--- config.mk ---
export PLATFORM = sky130hd
export DESIGN_NAME = fib_bram_seq_flat
export DESIGN_NICKNAME = d
export VERILOG_FILES = /design/src/rtl/fib_bram_seq_if.sv /design/src/rtl/fib_bram_seq.sv /design/src/flat_wrapper.sv
export SDC_FILE = /design/constraint.sdc
export NUM_CORES = 1
export LEC_CHECK = 0
export CAP_MARGIN = 20
export CORE_MARGIN = 5
export CORE_UTILIZATION = 30
export CTS_CLUSTER_SIZE = 16
export DETAILED_ROUTE_END_ITERATION = 8
export PLACE_DENSITY = 0.59
export REMOVE_ABC_BUFFERS = 1
export SLEW_MARGIN = 15
export SYNTH_ARGS = -nofsm -noshare
export SYNTH_HDL_FRONTEND = slang
export SYNTH_SLANG_ARGS = --single-unit
export TNS_END_PERCENT = 50
--- constraint.sdc ---
create_clock -name clk -period 3.75 [get_ports clk]
set_input_delay 0.5625 -clock clk [delete_from_list [all_inputs] [get_ports clk]]
set_output_delay 0.5625 -clock clk [all_outputs]
set_load 0.01 [all_outputs]
--- src/rtl/fib_bram_seq_if.sv ---
// rtl/fib_bram_seq_if.sv - Control handshake and dual-port BRAM bus of the Fibonacci BRAM sequencer
//
// Purpose: bundles the start/busy/done handshake, the self-check result and
// both BRAM ports so the sequencer, its controller and the BRAM share one bus.
// Signals:
//   start            run request from the controller
//   busy, done       run in progress / run finished
//   err, err_addr    sticky mismatch flag and address of the first mismatch
//   data_a, addr_a, we_a   BRAM port A (write side)
//   data_b, addr_b, we_b   BRAM port B (read side, never written)
//   q_b              BRAM port B read data, one clock after addr_b
// Modports: master = sequencer, slave = controller/BRAM side.
interface fib_bram_seq_if #(
  parameter int DATA_W = 48,
  parameter int ADDR_W = 10
);
  logic              start;
  logic              busy;
  logic              done;
  logic              err;
  logic [ADDR_W-1:0] err_addr;
  logic [DATA_W-1:0] data_a;
  logic [ADDR_W-1:0] addr_a;
  logic              we_a;
  logic [DATA_W-1:0] data_b;
  logic [ADDR_W-1:0] addr_b;
  logic              we_b;
  logic [DATA_W-1:0] q_b;

  modport master (
    input  start, q_b,
    output busy, done, err, err_addr, data_a, addr_a, we_a, data_b, addr_b, we_b
  );

  modport slave (
    output start, q_b,
    input  busy, done, err, err_addr, data_a, addr_a, we_a, data_b, addr_b, we_b
  );
endinterface

--- src/rtl/fib_bram_seq.sv ---
// rtl/fib_bram_seq.sv - Fills a dual-port BRAM with Fibonacci words and reads them back for checking
//
// Purpose: on start, writes COUNT Fibonacci words (wrapping modulo 2^DATA_W)
// through port A from BASE_ADDR upward (addresses wrap modulo 2^ADDR_W), then
// reads them back through port B and flags the first mismatching address.
// Optional feature macro: FIB_BRAM_VERIFY_EN. When undefined the read-back is
// left out, the run ends right after the last write, and addr_b/err/err_addr
// stay 0.
// Ports:
//   clk    system clock, rising edge
//   reset  asynchronous, active-low reset
//   bus    fib_bram_seq_if master: handshake, result and both BRAM ports
// All bus outputs are registered.
module fib_bram_seq #(
  parameter int DATA_W    = 48,
  parameter int ADDR_W    = 10,
  parameter int COUNT     = 16,
  parameter int BASE_ADDR = 0
) (
  input  logic           clk,
  input  logic           reset,
  fib_bram_seq_if.master bus
);
  localparam int CNT_W = ADDR_W + 1;
  // Index value reached once the final word/address has been presented.
  localparam logic [CNT_W-1:0]  LAST = CNT_W'(COUNT);
  localparam logic [ADDR_W-1:0] BASE = ADDR_W'(BASE_ADDR);

  typedef enum logic [2:0] {IDLE, WRITE, READ, DRAIN, DONE} state_t;

  state_t            state_q, state_d;
  logic [CNT_W-1:0]  i_q, i_d;
  logic [DATA_W-1:0] f0_q, f0_d, f1_q, f1_d;
  logic              busy_q, busy_d, done_q, done_d, err_q, err_d, we_a_q, we_a_d;
  logic [ADDR_W-1:0] err_addr_q, err_addr_d, addr_a_q, addr_a_d, addr_b_q, addr_b_d;
  logic [DATA_W-1:0] data_a_q, data_a_d;
  logic [ADDR_W-1:0] cur_addr;
`ifdef FIB_BRAM_VERIFY_EN
  // Two-stage expected-value pipeline: stage 1 matches the address just put
  // on addr_b, stage 2 matches the word the BRAM is returning on q_b now.
  logic              v1_q, v1_d, v2_q, v2_d;
  logic [DATA_W-1:0] e1_q, e1_d, e2_q, e2_d;
  logic [ADDR_W-1:0] a1_q, a1_d, a2_q, a2_d;
`endif

  assign cur_addr = BASE + i_q[ADDR_W-1:0];

  // The Fibonacci pair is kept one step ahead of the word being presented:
  // word 0 is emitted straight from the start branch, so (f0,f1) is loaded
  // with (F1,F2) and i with 1 at that point.
  always_comb begin
    state_d    = state_q;
    i_d        = i_q;
    f0_d       = f0_q;
    f1_d       = f1_q;
    busy_d     = busy_q;
    done_d     = done_q;
    err_d      = err_q;
    err_addr_d = err_addr_q;
    data_a_d   = data_a_q;
    addr_a_d   = addr_a_q;
    we_a_d     = 1'b0;
    addr_b_d   = addr_b_q;
`ifdef FIB_BRAM_VERIFY_EN
    v1_d = 1'b0;
    e1_d = e1_q;
    a1_d = a1_q;
    v2_d = v1_q;
    e2_d = e1_q;
    a2_d = a1_q;
`endif
    case (state_q)
      IDLE, DONE: begin
        if (bus.start) begin
          state_d    = WRITE;
          busy_d     = 1'b1;
          done_d     = 1'b0;
          err_d      = 1'b0;
          err_addr_d = '0;
          we_a_d     = 1'b1;
          addr_a_d   = BASE;
          data_a_d   = '0;
          i_d        = CNT_W'(1);
          f0_d       = DATA_W'(1);
          f1_d       = DATA_W'(1);
        end
      end
      WRITE: begin
        if (i_q == LAST) begin
`ifdef FIB_BRAM_VERIFY_EN
          state_d  = READ;
          addr_b_d = BASE;
          v1_d     = 1'b1;
          e1_d     = '0;
          a1_d     = BASE;
          i_d      = CNT_W'(1);
          f0_d     = DATA_W'(1);
          f1_d     = DATA_W'(1);
`else
          state_d = DONE;
          busy_d  = 1'b0;
          done_d  = 1'b1;
`endif
        end else begin
          we_a_d   = 1'b1;
          addr_a_d = cur_addr;
          data_a_d = f0_q;
          i_d      = i_q + CNT_W'(1);
          f0_d     = f1_q;
          f1_d     = f0_q + f1_q;
        end
      end
`ifdef FIB_BRAM_VERIFY_EN
      READ: begin
        if (i_q == LAST) begin
          state_d = DRAIN;
        end else begin
          addr_b_d = cur_addr;
          v1_d     = 1'b1;
          e1_d     = f0_q;
          a1_d     = cur_addr;
          i_d      = i_q + CNT_W'(1);
          f0_d     = f1_q;
          f1_d     = f0_q + f1_q;
        end
      end
      DRAIN: begin
        state_d = DONE;
        busy_d  = 1'b0;
        done_d  = 1'b1;
      end
`endif
      default: state_d = IDLE;
    endcase
`ifdef FIB_BRAM_VERIFY_EN
    // Only the first mismatch of a run is recorded; err is sticky.
    if (v2_q && (bus.q_b != e2_q) && !err_q) begin
      err_d      = 1'b1;
      err_addr_d = a2_q;
    end
`endif
  end

  always_ff @(posedge clk or negedge reset) begin
    if (!reset) begin
      state_q    <= IDLE;
      i_q        <= '0;
      f0_q       <= '0;
      f1_q       <= '0;
      busy_q     <= 1'b0;
      done_q     <= 1'b0;
      err_q      <= 1'b0;
      err_addr_q <= '0;
      data_a_q   <= '0;
      addr_a_q   <= '0;
      we_a_q     <= 1'b0;
      addr_b_q   <= '0;
`ifdef FIB_BRAM_VERIFY_EN
      v1_q <= 1'b0;
      e1_q <= '0;
      a1_q <= '0;
      v2_q <= 1'b0;
      e2_q <= '0;
      a2_q <= '0;
`endif
    end else begin
      state_q    <= state_d;
      i_q        <= i_d;
      f0_q       <= f0_d;
      f1_q       <= f1_d;
      busy_q     <= busy_d;
      done_q     <= done_d;
      err_q      <= err_d;
      err_addr_q <= err_addr_d;
      data_a_q   <= data_a_d;
      addr_a_q   <= addr_a_d;
      we_a_q     <= we_a_d;
      addr_b_q   <= addr_b_d;
`ifdef FIB_BRAM_VERIFY_EN
      v1_q <= v1_d;
      e1_q <= e1_d;
      a1_q <= a1_d;
      v2_q <= v2_d;
      e2_q <= e2_d;
      a2_q <= a2_d;
`endif
    end
  end

  assign bus.busy     = busy_q;
  assign bus.done     = done_q;
  assign bus.err      = err_q;
  assign bus.err_addr = err_addr_q;
  assign bus.data_a   = data_a_q;
  assign bus.addr_a   = addr_a_q;
  assign bus.we_a     = we_a_q;
  assign bus.data_b   = '0;
  assign bus.addr_b   = addr_b_q;
  assign bus.we_b     = 1'b0;
endmodule

--- src/flat_wrapper.sv ---
// flat-port wrapper written by rule: the top's interface ports become plain ports
module fib_bram_seq_flat 
#(
  parameter int DATA_W    = 48,
  parameter int ADDR_W    = 10,
  parameter int COUNT     = 16,
  parameter int BASE_ADDR = 0
)
  (clk, reset, bus_start, bus_q_b, bus_busy, bus_done, bus_err, bus_err_addr, bus_data_a, bus_addr_a, bus_we_a, bus_data_b, bus_addr_b, bus_we_b);
  fib_bram_seq_if #(.DATA_W(DATA_W), .ADDR_W(ADDR_W)) bus_i ();
  input  logic clk;
  input  logic reset;
  input wire logic [$bits(bus_i.start)-1:0] bus_start;
  input wire logic [$bits(bus_i.q_b)-1:0] bus_q_b;
  output wire logic [$bits(bus_i.busy)-1:0] bus_busy;
  output wire logic [$bits(bus_i.done)-1:0] bus_done;
  output wire logic [$bits(bus_i.err)-1:0] bus_err;
  output wire logic [$bits(bus_i.err_addr)-1:0] bus_err_addr;
  output wire logic [$bits(bus_i.data_a)-1:0] bus_data_a;
  output wire logic [$bits(bus_i.addr_a)-1:0] bus_addr_a;
  output wire logic [$bits(bus_i.we_a)-1:0] bus_we_a;
  output wire logic [$bits(bus_i.data_b)-1:0] bus_data_b;
  output wire logic [$bits(bus_i.addr_b)-1:0] bus_addr_b;
  output wire logic [$bits(bus_i.we_b)-1:0] bus_we_b;
  assign bus_i.start = bus_start;
  assign bus_i.q_b = bus_q_b;
  assign bus_busy = bus_i.busy;
  assign bus_done = bus_i.done;
  assign bus_err = bus_i.err;
  assign bus_err_addr = bus_i.err_addr;
  assign bus_data_a = bus_i.data_a;
  assign bus_addr_a = bus_i.addr_a;
  assign bus_we_a = bus_i.we_a;
  assign bus_data_b = bus_i.data_b;
  assign bus_addr_b = bus_i.addr_b;
  assign bus_we_b = bus_i.we_b;
  fib_bram_seq #(.DATA_W(DATA_W), .ADDR_W(ADDR_W), .COUNT(COUNT), .BASE_ADDR(BASE_ADDR)) u_core (.clk(clk), .reset(reset), .bus(bus_i));
endmodule
==> flow_metrics.py, run 1 <==
metrics = {
    "outcome": {
        "status": "finished clean",
    },
    "pwr": {
        "p_leak_uw": 0.00510,
        "switchingPower_uw": 5490,
        "sw_frac_of_total_pct": 45.9,
        "power_uw": 12000,
        "p_per_area_nw_per_um2": 1040,
        "power_frac_seq_pct": 27.7,
        "combPwrFrac_pct": 57.4,
        "p_clk_share_pct": 14.9,
        "peakVddDrop_uv": 409,
        "internal-power_uw": 6470,
    },
    "timing": {
        "setup_ws_ns": 0.629,
        "finalCritPeriodShare_pct": 83.2,
        "final.setup.tns_ns": 0,
        "fin_crit_ns": 3.12,
        "rsz0062_at_grt": "no",
        "max_freq_mhz": 320,
        "finalHoldViolations": 0,
        "slew-limit-headroom_pct": 36.9,
        "hold-worst-slack_ns": 0.161,
        "fin_skew_ns": 0.0153,
        "tightest_slew_ns": 0.946,
        "drv_slew": 0,
        "setup_violations": 0,
    },
    "drt": {
        "wl_per_cell_um": 14.0,
        "post-route-drc-count": 0,
        "vias_per_cell": 4.70,
        "drt_pass1_iterations": 5,
        "num_vias": 7756,
        "finalWirelength_um": 23100,
        "drtIter0Drc": 371,
        "ant_nets": 0,
    },
    "setup_path": {
        "critPathSlowestCell": "fa_1",
        "startpoint_type": "flip-flop",
        "cp-end-kind": "flip-flop",
        "worstPathMaxFanout": 3,
        "r2r_slack_ns": 0.63,
        "slowest_delay_ns": 0.42,
        "crit_type": "reg2reg",
        "path_cells": "ha_1, fa_1, a21o_1, nand4_2, a2111oi_2, a311o_1, a221o_1, o221ai_2, o21bai_1, xnor2_1, o21ai_1",
        "ff2ff_path_depth": 11,
        "worstPathRequired_ns": 4.07,
        "arrival_ns": 3.44,
    },
    "global_routing": {
        "antenna_found_initial": 0,
        "grt-ovfl-total": 0,
        "grt_max_degree": 89,
        "grt_pass1_wl_um": 39200,
        "grt_pass1_vias": 7652,
        "grt.total_usage_pct": 12.3,
    },
    "placement": {
        "dp_hpwl_um": 16200,
        "gp_congestion": 0.885,
        "post-place-ws_ns": 0.642,
        "port_buffers": 63,
    },
    "logic_synthesis": {
        "ys_seq_area_share_pct": 42.1,
        "ys_seq_elements": 170,
        "yosys_warnings": 0,
        "ys_types": 74,
        "syn_inst": 1161,
        "syn_area_per_cell_um2": 8.70,
        "synthArstFlopShare_pct": 100,
        "synth_ff_type": "dfrtp_1",
        "synth_edf_count": 0,
        "netlist_area_um2": 10100,
    },
    "final_layout": {
        "area_growth_pct": 13.6,
        "n_fill_cell": 3512,
        "fin_util_pct": 34.4,
        "num_antenna_cells": 0,
        "drive_above_1_share_pct": 6.07,
        "final_nets": 1290,
    },
    "clocking": {
        "cts_sinks": 170,
        "clockBufferDepth": 2,
        "cts_buffers": 17,
        "clk_pin_slew_ns": 0.08,
        "cts_tree": "done",
        "cts_resized": 0,
        "cts-hold-fix-buffers": 0,
        "htree_levels": 4,
        "clock_latency_ns": 0.44,
        "post_cts_buffers": 0,
        "cts-root-buf": "clkbuf_16",
    },
    "die": {
        "die_height_um": 193,
        "core-area_um2": 33400,
        "row_count": 67,
        "die_w_um": 193,
        "ioPinCount": 182,
        "start_util_pct": 30.3,
        "design.die.area_um2": 37400,
    },
    "job": {
        "cap_violations": 0,
    },
    "hold_path": {
        "hold_path_class": "in2async",
    },
}
sequential cells by signal (all words and copies together) (netlist names):
register	flops
u_core.f0_q	48
u_core.bus.done	1
u_core.i_q	11
u_core.bus.busy	1
u_core.bus.data_a	48
u_core.bus.addr_a	10
u_core.bus.we_a	1
u_core.f1_q	48
u_core.state_q	2
placed cells by master, fill, tap and decap left out, drive strengths merged, types with 27 or more instances in the layout:
| master | count |
|---|---|
| nor2 | 40 |
| nand3 | 59 |
| clkdlybuf4s50 | 62 |
| a21oi | 57 |
| a21o | 27 |
| o21ai | 157 |
| dfrtp | 170 |
| nand2 | 262 |
| ha | 49 |
| conb | 70 |
power groups by stage:
stage,registers [uW],logic [uW],clock network (uW)
after floorplan,3310,4860,0
after global placement,3320,6760,0
after detailed placement,3350,6850,0
after CTS,3320,6900,1840
after global routing,3430,7760,1910
final,3310,6860,1790
kinds of logic after synthesis:
family / Yosys count / share of synthesized area [%]
buf+inv: 154 / 9.57
mux: 2 / 0.198
compound gates: 311 / 18.8
other cells: 1 / 0.0371
simple gates: 426 / 18.9
xor+xnor: 47 / 4.08
flops: 170 / 42.1
fa+ha+maj: 50 / 6.27
stage by stage:
stage / area (um^2) / cells
finish: 11500 / 1650
global route: 11500 / 1650
CTS: 11400 / 1649
detailed placement: 10900 / 1617
global placement: 10900 / 1617
floorplan: 9450 / 1092
worst paths after layout:
path                                        from                     to
max                               u_core.f1_q[0]        u_core.f1_q[42]
min                                        reset  u_core.bus.data_a[12]
max reg2reg                       u_core.f1_q[0]        u_core.f1_q[42]
min reg2reg                u_core.bus.data_a[16]  u_core.bus.data_a[16]
max in group asynchronous                  reset          u_core.i_q[0]
min in group clk           u_core.bus.data_a[16]  u_core.bus.data_a[16]
synthesized netlist by cell type (all sizes together) (9+ instances only):
| cell type | instances | share of area, % |
|---|---|---|
| nand2 | 262 | 9.8 |
| dfrtp | 170 | 42 |
| o21ai | 157 | 7.9 |
| buf | 97 | 7.0 |
| nand3 | 59 | 2.9 |
| a21oi | 57 | 2.9 |
| ha | 49 | 6.1 |
| nor2 | 40 | 1.6 |
| clkbuf | 39 | 1.8 |
| a21o | 27 | 2.0 |
| xnor2 | 25 | 2.2 |
| xor2 | 22 | 1.9 |
| inv | 16 | 0.59 |
| nand4 | 16 | 1.1 |
| o21bai | 9 | 0.67 |
critical path, delay by kind of cell, from the launching register on:
family	cells	cell delay, ns
XOR/XNOR	1	0.16
AO/OA/AOI/OAI	7	1.64
adder cells (fa/ha/maj)	2	0.67
AND/OR/NAND/NOR	1	0.14
flip-flops	1	0.40
routing by layer:
| metal | part of all wire (%) | global-route usage (%) |
|---|---|---|
| met1 | 48 | 16.6 |
| met3 | 4.1 | 2.50 |
| met2 | 47 | 20.4 |
| met5 | 0 | 0 |
| met4 | 1.2 | 2.99 |
final cells by class:
type	count	area, um^2	share of cell area [%]
clock inverters	15	168	1.46
multi-input cells	906	5150	44.9
clock buffers	17	425	3.71
inverters	16	60.1	0.523
well taps	448	561	4.89
flip-flops and latches	170	4250	37.1
repair buffers	78	852	7.43
Note: power is estimated with default switching activity, not from simulation.
==> run 2, diff against run 1 <==
--- a/config.mk
+++ b/config.mk
@@ -10,7 +10,7 @@
 export CORE_UTILIZATION = 30
 export CTS_CLUSTER_SIZE = 16
 export DETAILED_ROUTE_END_ITERATION = 8
-export PLACE_DENSITY = 0.59
+export PLACE_DENSITY = 0.6
 export REMOVE_ABC_BUFFERS = 1
 export SLEW_MARGIN = 15
 export SYNTH_ARGS = -nofsm -noshare
==> constraint.sdc (replaced) <==
create_clock -name clk -period 2.85 [get_ports clk]
set_input_delay 0.4275 -clock clk [delete_from_list [all_inputs] [get_ports clk]]
set_output_delay 0.4275 -clock clk [all_outputs]
set_load 0.01 [all_outputs]
==> run 2 against run 1 <==
Net effect: sequential power is 32% higher; hold slack better by 0.29 ns; clock power is 36% higher; clock skew is 0.0027 ns lower; wire length is 4.4% higher; non-clock buffer count is 90 higher; sequential cell count stayed put; total power is 45% higher; global-route usage is 0.44 points higher; first-iteration DRC count is 25% higher; die area stayed put; register-to-register slack worse by 0.55 ns.
==> flow_metrics.py, run 2 (synthesized netlist as in run 1, its figures left out) <==
metrics = {
    "global_routing": {
        "grt-ovfl-total": 0,
        "grt_max_degree": 102,
        "grt_pass1_vias": 7847,
        "grt.total_usage_pct": 12.8,
        "grt_pass1_wl_um": 40600,
        "antenna_found_initial": 0,
    },
    "clocking": {
        "cts_sinks": 170,
        "htree_levels": 4,
        "cts_buffers": 17,
        "cts-root-buf": "clkbuf_16",
        "clockBufferDepth": 2,
        "cts_tree": "done",
        "clk_pin_slew_ns": 0.08,
        "clock_latency_ns": 0.44,
    },
    "final_layout": {
        "final_cells": 1740,
        "n_fill_cell": 3475,
        "drive_above_1_share_pct": 13.9,
        "mostFrequentLayoutCells": "nand2_1, dfrtp_1, o21ai_0",
        "num_antenna_cells": 0,
        "final_common_cell": "nand2_1",
        "area_growth_pct": 21.9,
        "final_nets": 1380,
    },
    "timing": {
        "setup_ws_ns": 0.0770,
        "fin_skew_ns": 0.0126,
        "finalHoldViolations": 0,
        "tightest_slew_ns": 0.564,
        "hold-worst-slack_ns": 0.451,
        "fin_crit_ns": 2.77,
        "rsz0062_at_grt": "yes",
        "finalCritPeriodShare_pct": 97.3,
        "drv_slew": 0,
        "setup_violations": 0,
        "max_freq_mhz": 361,
        "slew-limit-headroom_pct": 62.4,
    },
    "drt": {
        "num_vias": 8037,
        "drtIter0Drc": 462,
        "wl_per_cell_um": 13.9,
        "finalWirelength_um": 24100,
        "ant_nets": 0,
        "drt_pass1_iterations": 5,
        "post-route-drc-count": 0,
        "vias_per_cell": 4.62,
    },
    "die": {
        "ioPinCount": 182,
        "row_count": 67,
        "core-area_um2": 33400,
        "start_util_pct": 30.3,
        "design.die.area_um2": 37400,
        "die_height_um": 193,
        "die_w_um": 193,
    },
    "placement": {
        "gp_congestion": 0.866,
        "port_buffers": 63,
        "dp_hpwl_um": 17000,
        "dp_cells": 1699,
        "post-place-ws_ns": -0.124,
    },
    "setup_path": {
        "worstPathMaxFanout": 3,
        "worstPathRequired_ns": 3.17,
        "critPathSlowestCell": "a221o_1",
        "cp-end-kind": "flip-flop",
        "path_cells": "ha_2, fa_2, a21o_1, nand4_4, a2111oi_2, a311o_1, a221o_1, o221ai_4, buf_4, xor2_1, o21ai_1",
        "arrival_ns": 3.09,
        "crit_type": "reg2reg",
        "startpoint_type": "flip-flop",
        "slowest_delay_ns": 0.40,
    },
    "job": {
        "cap_violations": 0,
    },
    "hold_path": {
        "hold_path_class": "in2async",
    },
    "pwr": {
        "peakVddDrop_uv": 582,
        "p_per_area_nw_per_um2": 1410,
        "p_leak_uw": 0.00556,
    },
    "outcome": {
        "status": "finished clean",
    },
}
## run 2: changes by cell type in the layout (fill, tap and decap cells not counted), moves of 2 or more
cell | before | now
o21ai_2 | 2 | 5
ha_2 | 0 | 2
buf_4 | 7 | 97
o21ai_0 | 131 | 128
ha_4 | 0 | 6
ha_1 | 49 | 41
## run 2: timing repair
item,CTS,global route
gates resized for setup,2,25
pin swaps,3,11
buffers inserted,0,8
hold endpoints to repair,32,0
hold buffers,1,0
cloned,0,0
setup endpoints to repair,3,15
## run 2: metrics by stage
stage	total power (uW)	area, um^2	setup TNS [ns]	utilization (%)
after floorplan	10700	9450	-510.48	-
after global placement	14400	11500	-0.335	34.4
after detailed placement	14500	11500	-0.356	34.4
after CTS	17100	12100	0	36.3
after global routing	18900	12300	-0.156	36.9
final	17400	12300	0	36.9
## run 2: layer usage
layer,global-route usage (%),share of wire (%),vias up
met4,2.70,0.75,0
met3,2.78,3.6,14
met2,20.8,47,131
met1,17.5,49,3768
met5,0,0,-
li1,-,-,4124
## run 2: area by class of cell
| cell class | count | area (um^2) | share of cell area [%] |
|---|---|---|---|
| Clock buffer | 17 | 425 | 3.46 |
| Inverter | 16 | 60.1 | 0.488 |
| Sequential cell | 170 | 4250 | 34.6 |
| Tap cell | 448 | 561 | 4.55 |
| Multi-Input combinational cell | 906 | 5320 | 43.2 |
| Clock inverter | 15 | 178 | 1.44 |
| Timing Repair Buffer | 168 | 1510 | 12.3 |
## run 2: report_power, final
part           leakage (uW)  switching (uW)  total, uW  internal (uW)
clock              0.000295            1160       2430           1260
sequential          0.00213             814       4360           3550
combinational       0.00314            5690      10600           4880
## run 2: critical path: cells and delay by family (launching register included)
kind,cells,cell delay (ns)
AO/OA/AOI/OAI,6,1.31
AND/OR/NAND/NOR,1,0.12
buffers and inverters,1,0.16
flip-flops,1,0.39
XOR/XNOR,1,0.14
adder cells (fa/ha/maj),2,0.54
## run 2: path summary, 6_finish.rpt
path                       slack, ns                    end                  start  depth (start not counted)
setup / recovery                0.08        u_core.f1_q[38]         u_core.f0_q[0]                         11
hold reg to reg                 0.48  u_core.bus.data_a[17]  u_core.bus.data_a[17]                          2
setup reg to reg                0.08        u_core.f1_q[38]         u_core.f0_q[0]                         11
max in group asynchronous       1.55        u_core.f1_q[39]                  reset                          3
hold / removal                  0.45        u_core.f0_q[13]                  reset                          2
min in group clk                0.48  u_core.bus.data_a[17]  u_core.bus.data_a[17]                          2
